<file path="src/rtl/chan_packet_fir_coeff_loader.sv">
// chan_packet_fir_coeff_loader
//
// Turns writes to a software load-coefficient register into single-cycle
// writes to the shadow bank of a double-buffered FIR coefficient RAM. A commit
// makes the shadow bank the active one at the next FIR frame boundary, but only
// once every tap of the shadow bank has been written.
//
// Register fields in reg_data:
//   [31] wr_toggle (any change = write), [30] commit (rising edge),
//   [29] clr_err (rising edge), [28:16] tap address, [15:0] coefficient.
//
// Ports:
//   user_clk      sole clock, rising edge
//   user_rst      synchronous active-high reset
//   reg_data      load-coefficient register value (user_clk domain)
//   fir_sync      one-cycle FIR frame-boundary pulse
//   coeff_we      coefficient RAM write-enable pulse
//   coeff_bank    bank being written (always the shadow bank)
//   coeff_addr    tap address
//   coeff_data    coefficient value
//   active_bank   bank the FIR currently reads
//   swap_pending  commit accepted, waiting for fir_sync
//   status        {err_incomplete, err_range, swap_pending, active_bank,
//                  err_busy, 11'b0, write_count}
module chan_packet_fir_coeff_loader #(
  parameter int unsigned NTAPS   = 32,
  parameter int unsigned ADDR_W  = 5,
  parameter int unsigned COEFF_W = 16
) (
  input  logic               user_clk,
  input  logic               user_rst,
  input  logic [31:0]        reg_data,
  input  logic               fir_sync,
  output logic               coeff_we,
  output logic               coeff_bank,
  output logic [ADDR_W-1:0]  coeff_addr,
  output logic [COEFF_W-1:0] coeff_data,
  output logic               active_bank,
  output logic               swap_pending,
  output logic [31:0]        status
);

  typedef enum logic [0:0] {StIdle, StWaitSync} state_e;

  localparam logic [12:0] NTapsW = 13'(NTAPS);

  state_e             state_q, state_d;
  logic [2:0]         prev_q;
  logic [NTAPS-1:0]   mask_q, mask_d;
  logic [15:0]        count_q, count_d;
  logic               we_q, we_d;
  logic [ADDR_W-1:0]  addr_q, addr_d;
  logic [COEFF_W-1:0] data_q, data_d;
  logic               active_q, active_d;
  logic               err_inc_q, err_inc_d;
  logic               err_rng_q, err_rng_d;
  logic               err_busy_q, err_busy_d;

  logic               wr_ev, commit_ev, clr_ev;
  logic [12:0]        tap_addr;
  logic               addr_ok;
  logic [NTAPS-1:0]   wr_mask;
  logic               new_inc, new_rng, new_busy;

  // Edge detection against the previous sample of the control bits.
  assign wr_ev     = reg_data[31] ^ prev_q[2];
  assign commit_ev = reg_data[30] & ~prev_q[1];
  assign clr_ev    = reg_data[29] & ~prev_q[0];
  assign tap_addr  = reg_data[28:16];
  assign addr_ok   = tap_addr < NTapsW;

  always_comb begin
    wr_mask = '0;
    if (addr_ok) begin
      wr_mask[tap_addr[ADDR_W-1:0]] = 1'b1;
    end
  end

  always_comb begin
    state_d  = state_q;
    mask_d   = mask_q;
    count_d  = count_q;
    we_d     = 1'b0;
    addr_d   = addr_q;
    data_d   = data_q;
    active_d = active_q;
    new_inc  = 1'b0;
    new_rng  = 1'b0;
    new_busy = 1'b0;

    case (state_q)
      StIdle: begin
        if (wr_ev) begin
          if (addr_ok) begin
            we_d    = 1'b1;
            addr_d  = tap_addr[ADDR_W-1:0];
            data_d  = reg_data[COEFF_W-1:0];
            mask_d  = mask_q | wr_mask;
            count_d = count_q + 16'd1;
          end else begin
            new_rng = 1'b1;
          end
        end
        // mask_d already includes a write landing in this same cycle.
        if (commit_ev) begin
          if (&mask_d) begin
            state_d = StWaitSync;
          end else begin
            new_inc = 1'b1;
          end
        end
      end
      StWaitSync: begin
        if (wr_ev) begin
          new_busy = 1'b1;
        end
        if (fir_sync) begin
          active_d = ~active_q;
          mask_d   = '0;
          state_d  = StIdle;
        end
      end
      default: state_d = StIdle;
    endcase
  end

  // A clear loses against an error raised in the same cycle.
  assign err_inc_d  = (err_inc_q & ~clr_ev) | new_inc;
  assign err_rng_d  = (err_rng_q & ~clr_ev) | new_rng;
  assign err_busy_d = (err_busy_q & ~clr_ev) | new_busy;

  always_ff @(posedge user_clk) begin
    // Previous bits track reg_data even in reset so release fires no event.
    prev_q <= reg_data[31:29];
    if (user_rst) begin
      state_q    <= StIdle;
      mask_q     <= '0;
      count_q    <= '0;
      we_q       <= 1'b0;
      addr_q     <= '0;
      data_q     <= '0;
      active_q   <= 1'b0;
      err_inc_q  <= 1'b0;
      err_rng_q  <= 1'b0;
      err_busy_q <= 1'b0;
    end else begin
      state_q    <= state_d;
      mask_q     <= mask_d;
      count_q    <= count_d;
      we_q       <= we_d;
      addr_q     <= addr_d;
      data_q     <= data_d;
      active_q   <= active_d;
      err_inc_q  <= err_inc_d;
      err_rng_q  <= err_rng_d;
      err_busy_q <= err_busy_d;
    end
  end

  assign coeff_we     = we_q;
  assign coeff_addr   = addr_q;
  assign coeff_data   = data_q;
  assign active_bank  = active_q;
  assign coeff_bank   = ~active_q;
  assign swap_pending = (state_q == StWaitSync);
  assign status       = {err_inc_q, err_rng_q, swap_pending, active_q, err_busy_q, 11'd0, count_q};

endmodule

</file>
<file path="config.mk">
export PLATFORM = sky130hd
export DESIGN_NAME = chan_packet_fir_coeff_loader
export DESIGN_NICKNAME = d
export VERILOG_FILES = /design/src/rtl/chan_packet_fir_coeff_loader.sv
export SDC_FILE = /design/constraint.sdc
export NUM_CORES = 1
export LEC_CHECK = 0
export CORE_AREA = 2 2 84 86
export CTS_CLUSTER_DIAMETER = 60
export CTS_CLUSTER_SIZE = 12
export DETAILED_ROUTE_END_ITERATION = 7
export DIE_AREA = 0 0 86 88
export GPL_ROUTABILITY_DRIVEN = 0
export PLACE_DENSITY = 0.89
export REMOVE_ABC_BUFFERS = 1
export SLEW_MARGIN = 20
export SYNTH_ARGS = -nofsm -noshare
export SYNTH_HDL_FRONTEND = slang
export SYNTH_SLANG_ARGS = --single-unit
export TNS_END_PERCENT = 20
</file>
<file path="constraint.sdc">
create_clock -name user_clk -period 8.3 [get_ports user_clk]
set_clock_uncertainty 0.2 [all_clocks]
set_input_delay 1.66 -clock user_clk [delete_from_list [all_inputs] [get_ports user_clk]]
set_output_delay 1.66 -clock user_clk [all_outputs]
set_load 0.01 [all_outputs]
</file>
After elaboration in Yosys (flattened, before gate mapping)
Index checks and enable logic that the tools add are counted.
{"block": "word_totals", "register_bits": 78, "latchBits": 0, "ram_bits": 0, "romBits": 0, "in_bits": 35, "output_inout_bits": 57, "word_cells": 58, "n_memories": 0}
{"block": "op_classes", "add_sub_neg": 1, "n_mul": 0, "n_div": 0, "order_cmp": 3, "eq_ne": 1, "n_shift": 0, "muxes": 21, "n_bitwise": 16, "reduce_logical": 5}
{"operator": "$mux 32", "n": 5}
{"operator": "$pmux 32 s2", "n": 1}
{"operator": "$or 32x32->32", "n": 1}
{"operator": "$reduce_and 32->1", "n": 1}
{"operator": "$add 16x1->16 const B", "n": 1}
{"operator": "$lt 13x6->1 const B", "n": 1}
{"operator": "$mux 1", "n": 13}
{"operator": "$lt 5x6->1 const B", "n": 1}
{"operator": "$not 1->1", "n": 6}
{"operator": "$and 1x1->1", "n": 5}
{"operator": "$demux 1 s5", "n": 1}
{"operator": "$ge 5x1->1 const B", "n": 1}
{"operator": "$or 1x1->1", "n": 3}
{"operator": "$reduce_and 3->1", "n": 1}
{"operator": "$reduce_or 3->1", "n": 1}
{"operator": "$ne 2x2->1 const B", "n": 1}
{"operator": "$pmux 1 s2", "n": 1}
{"operator": "$reduce_and 2->1", "n": 1}
{"operator": "$logic_and 1x1->1", "n": 1}
{"operator": "$xor 1x1->1", "n": 1}

Depth between registers and ports, before layout
{"block": "logic_depth", "word_depth": 14, "mapped_depth": 9, "depth_no_buf": 7}

Worst setup path before layout
Ideal clock, no wire load.
{"block": "synth_path", "path_kind": "input-to-reg", "startpoint": "in reg_data[23]", "endpoint": "reg count_q[15]", "setup_time_ps": 70, "t_arrival_ps": 3791, "t_required_ps": 8030, "slack_ps": 4239, "path_stages": 8, "n_path_buf": 1, "path_cell_list": "or4_1 buf_2 nor4_4 and4_4 nand2_2 or2_1 or3_1 a21oi_1"}
{"block": "synth_between", "elab_chain_cells": 2}
{"item": "from (decl)", "line_no": "32", "text": "input logic [31:0] reg_data,"}
{"item": "$lt 13x6->1", "line_no": "70", "text": "assign addr_ok = tap_addr < NTapsW;"}
{"item": "$reduce_and 3->1 (no line)"}
{"item": "to (signal assigned)", "line_no": "149", "text": "count_q <= count_d;"}
{"item": "to (decl)", "line_no": "50", "text": "logic [15:0] count_q, count_d;"}
No other way between the ends.
A chain may end at the register's enable or synchronous reset.

Worst setup path after layout
{"block": "layout_path", "startpoint": "in reg_data[23]", "endpoint": "reg state_q, in the netlist swap_pending"}
{"block": "layout_between", "elab_chain_cells": 10}
{"item": "$lt 13x6->1 (*)", "line_no": "70"}
{"item": "$mux 32", "line_no": "74", "text": "if (addr_ok) begin"}
{"item": "$or 32x32->32", "line_no": "98", "text": "mask_d = mask_q | wr_mask;"}
{"item": "$mux 32 (*)", "line_no": "94", "text": "if (addr_ok) begin"}
{"item": "$mux 32 (*)", "line_no": "93", "text": "if (wr_ev) begin"}
{"item": "$mux 32 (*)", "line_no": "91", "text": "case (state_q)"}
{"item": "$reduce_and 32->1 (*)", "line_no": "106", "text": "if (&mask_d) begin"}
{"item": "$mux 1 (*)", "line_no": "106"}
{"item": "$mux 1 (*)", "line_no": "105", "text": "if (commit_ev) begin"}
{"item": "$pmux 1 s2 (*)", "line_no": "91"}
{"item": "to (signal assigned)", "line_no": "136", "text": "state_q <= StIdle;"}
{"item": "to (signal assigned)", "line_no": "147", "text": "state_q <= state_d;"}
{"item": "to (decl)", "line_no": "47", "text": "state_e state_q, state_d;"}
Mark *: on every way between the ends. The rest lies on a longest branch, timed or not. The select of a mux whose other input is x is not followed.

==> results.md <==
- The run finished with clean final reports.
- The wire length of the first global-routing pass is approximately 13000 um.
- The number of synthesized register bits is between 70 and 80.
- The post-synthesis average cell area is 8.12 um2.
- The via count normalized by instance count is between 5 and 6.
- The number of setup violations in the final report is 0.
- The dominant combinational cell family by area after synthesis is simple AND/OR/NAND/NOR gates.
- The count of routing violations after the opening detailed-route iteration is around 170.
- Entering global routing, the biggest net connects 47 pins.
- The floorplan has 30 rows.
- The worst-case IR drop observed on VDD is around 0.095 mV.
- The unique cell type count in the Yosys netlist is 41.
- The total core area is 6640 um2.
- After synthesis, the share of flip-flops with an asynchronous set or reset is 0%.
- For this run, the register share of the synthesized area comes to between 40% and 50%.
- The post-route netlist has slightly below 6% of its cells at a drive strength greater than 1.
- The latest clock arrival within the worst-skew pair is 0.36 ns.
- In this run, the combinational gates consume under 10% of the power.
- The synthesized netlist occupies a cell area of around 3300 um2.
- The quantity of I/O buffers inserted on ports is 80.
- The count of antenna diodes in the layout is 0.
- The start point of the critical path is reg_data[23].
- The total internal power is between 0.5 and 0.6 mW.
- Measured against the total synthesized area, the mux share comes to less than 1%.
- The number of warning messages in the yosys log is 0.
- The worst setup path is launched from a primary input.
- The adder and majority gate portion of the synthesized area is 0.379%.
- The compound-gate portion of the synthesized area is 15.8%.
- The number of antenna violations at the first check in global routing is 0.
- The terminus of the critical flop-to-flop path is swap_pending.
- The number of iterations in the first detailed-routing pass is 4.
- The half-perimeter wire length of the detailed placement result is 5400 um.
- The reg-to-reg startpoint is prev_q[2].
- The critical-path maximum fanout is 13.
- The synthesized instance count is roughly 410.
- The worst setup path is of the in2reg kind.
- The startpoint of the worst hold path is coeff_addr[2].
- The floorplan step set the die width to 86 um.
- Timing would allow up to 216 MHz.
- Registers are responsible for ~51% of the overall power.
- The number of maximum-capacitance violations is 0.
- The accumulated negative setup slack is 0 ns.
- The clock network power share is a little over two fifths.
- The final critical delay including setup and external delays is 4.62 ns.
- The number of global-route vias before repair is slightly below 3k.
- The total count of hold-check failures in the final report was 0.
- The DRC violations left is 0.
- For the worst setup path, the data arrival time is 4.72 ns.
- The routed wire length is roughly 8000 um.
- Summed over all layers, the global routing overflow is 0.
- Global routing consumed, over all layers together, approximately 22% of the routing resources.
- Of the total power, the share spent switching nets is a little under a quarter.
- The path with the worst hold slack has its endpoint at coeff_addr[2].
- The count of boundary I/O pins is between 90 and 100.
- The full die area is 7570 um2.
- The detail route stage leaves a number of antenna-violating nets equal to 0.
- The synthesized netlist devotes approximately a quarter of its cell area to simple gates.
- Of the total synthesized cell area, the portion taken by XOR and XNOR cells is under 10%.
- The setup slack of the worst register-to-register path is 5.54 ns.
- The area growth from synthesis to layout is 30.5%.
- In this run the deepest clock path goes through 2 buffers.
- The number of buffers created by CTS is 9.
- The top flip-flop cell by instance count after synthesis is sky130_fd_sc_hd__dfxtp_1.
- The final clock period utilization by the worst path is a little under three fifths.
- The floorplan step set the die height to 88 um.
- The synthesized design contains 0 enable-type register cells.
- The initial utilization of the core area, before any placement, comes to 49.6%.
- For this design the ratio of total power to cell area is 173 nW/um2.
- The final max-slew violation count is 0.
- Setup repair after global routing left no endpoint under its margin.
- The headroom to the max-slew limit is about half.
- The average wire per cell in the routed design is 14.4 um.
- The quantity of gates resized following cts is 0.
- The required time of the critical path is approximately 8.4 ns.
- The clock tree from TritonCTS is yes.
- Measured in cells, the most critical reg-to-reg path has a length of 8.
- Summed over all nets, the switching power comes to approximately 0.17 mW.
- The hold-critical path depth is 2.
- Clock tree synthesis found a total of ~80 sinks.
- The register clock-pin slew on the reported worst setup and hold paths is 0.07 ns.
- Cells fill 64.8% of the core in the end.
- Summed over all cells, the static leakage comes to about 1.5 nW.
- For this design, the CTS-stage hold fixing added 0 buffers.
- The total number of nets in the final design is 507.
- Buffers added to address setup during post-CTS repair amount to 0.
- The tree is rooted in a sky130_fd_sc_hd__clkbuf_8.
- For this block, the via count after detailed routing is around 3k.
- The min-delay analysis places its worst path in the category reg2reg.
- The H-tree depth is 3.
- The slew at the pin with the worst max-slew slack is around 0.76 ns.
- The kind of end point of the critical path is a flip-flop.
-- final cells by class --
class                   instances  area (um2)
fillers                       540        2340
clock buffers                  11         141
multi-input cells             296        1580
flip-flops and latches         78        1560
repair buffers                 84         831
inverters                       2        7.51
well taps                      80         100
clock inverters                 5        82.6
-- synth_stat cells, drive strengths merged, types with 2 or more instances --
library cell,count,area (um2)
a31oi,2,12.5
and4,2,20.0
inv,2,7.51
mux2i,2,20.0
or3,6,37.5
a22oi,2,15.0
nand2b,6,37.5
nand4,7,43.8
a21oi,83,415
nor4,10,96.4
dfxtp,78,1560
xor2,7,61.3
nand3,3,15.0
or4,2,15.0
and3,2,12.5
a22o,3,26.3
xnor2,5,43.8
or2,2,12.5
nor2,56,210
nor3b,5,37.5
nor3,6,30.0
and3b,2,17.5
nand2,56,213
nor2b,4,25.0
buf,20,140
o21ai,5,25.0
clkbuf,20,75.1
-- metrics by stage --
stage	setup WS [ns]	instance area, um2	power, mW	hold slack [ns]	std cells
floorplan	3.75	3120	0.400	0.225	376
global placement	3.29	4050	0.428	0.242	540
detailed placement	3.11	4050	0.429	0.246	540
CTS	3.43	4280	0.747	0.257	556
global route	3.50	4300	0.766	0.277	556
finish	3.68	4300	0.744	0.257	556
-- cell usage in the layout, fill, tap and decap left out, types with 2 or more instances in the layout --
master                            Yosys  routed
sky130_fd_sc_hd__a21oi_1             83      83
sky130_fd_sc_hd__clkdlybuf4s50_1      0      80
sky130_fd_sc_hd__dfxtp_1             78      78
sky130_fd_sc_hd__nor2_1              56      56
sky130_fd_sc_hd__nand2_1             55      55
sky130_fd_sc_hd__conb_1               1      11
sky130_fd_sc_hd__clkbuf_8             0      10
sky130_fd_sc_hd__nand4_1              7       7
sky130_fd_sc_hd__xor2_1               7       7
sky130_fd_sc_hd__or3_1                6       6
sky130_fd_sc_hd__nor3_1               6       6
sky130_fd_sc_hd__nor4_1               6       6
sky130_fd_sc_hd__xnor2_1              5       5
sky130_fd_sc_hd__nor3b_1              5       5
sky130_fd_sc_hd__nand2b_1             6       5
sky130_fd_sc_hd__o21ai_0              5       5
sky130_fd_sc_hd__nor2b_1              4       4
sky130_fd_sc_hd__buf_4               16       4
sky130_fd_sc_hd__nor4_4               1       3
sky130_fd_sc_hd__a22o_1               3       3
sky130_fd_sc_hd__nand3_1              3       3
sky130_fd_sc_hd__inv_1                2       2
sky130_fd_sc_hd__or4_1                2       2
sky130_fd_sc_hd__and3_1               2       2
sky130_fd_sc_hd__and3b_1              2       2
sky130_fd_sc_hd__a31oi_1              2       2
sky130_fd_sc_hd__mux2i_1              2       2
sky130_fd_sc_hd__a22oi_1              2       2
sky130_fd_sc_hd__clkinv_4             0       2
sky130_fd_sc_hd__bufinv_16            0       2
-- per-layer routing --
metal  wire [um]  part of all wire (%)  track usage (%)
met5           0                     0                0
met4          98                   1.2             8.08
met3         526                   6.5             6.13
met2        3880                    48             39.1
met1        3520                    44             25.5
-- state kept, by name, summed over array words and instances, names as in the netlist --
| name | cells |
|---|---|
| mask_q | 32 |
| err_rng_q | 1 |
| err_inc_q | 1 |
| count_q | 16 |
| coeff_addr | 5 |
| err_busy_q | 1 |
| prev_q | 3 |
| coeff_we | 1 |
| coeff_data | 16 |
| active_bank | 1 |
| swap_pending | 1 |
-- cells by family after synthesis --
group	after synthesis
AOI/OAI and AO/OA	98
adders and majority gates	1
xor gates and xnor gates	12
DFF	78
buffers and inverters	42
muxes	2
other	1
and+or+nand+nor	172
-- worst max-delay path by stage --
stage,slack [ns],cells past startpoint,endpoint
2_1_floorplan,3.75,7,count_q[15]
3_3_place_gp,3.29,8,err_inc_q
3_5_place_dp,3.11,8,err_inc_q
4_1_cts,3.43,8,swap_pending
5_1_grt,3.50,8,swap_pending
6_report,3.68,8,swap_pending
-- power groups by stage --
stage / combinational, mW / clock, mW / sequential, mW
6_report: 0.0456 / 0.321 / 0.376
5_1_grt: 0.0491 / 0.341 / 0.377
4_1_cts: 0.0438 / 0.327 / 0.376
3_5_place_dp: 0.0435 / 0 / 0.385
3_3_place_gp: 0.0430 / 0 / 0.385
2_1_floorplan: 0.0148 / 0 / 0.386
-- worst max-delay path, stage by stage --
cell	delay (ns)
sky130_fd_sc_hd__clkdlybuf4s50_1	0.39
sky130_fd_sc_hd__or4_1	0.76
sky130_fd_sc_hd__nor4b_4	0.74
sky130_fd_sc_hd__a21oi_1	0.13
sky130_fd_sc_hd__nor4_1	0.40
sky130_fd_sc_hd__nand4_1	0.15
sky130_fd_sc_hd__nor3_1	0.33
sky130_fd_sc_hd__a22o_1	0.17
Power figures use the tool's default switching activity.
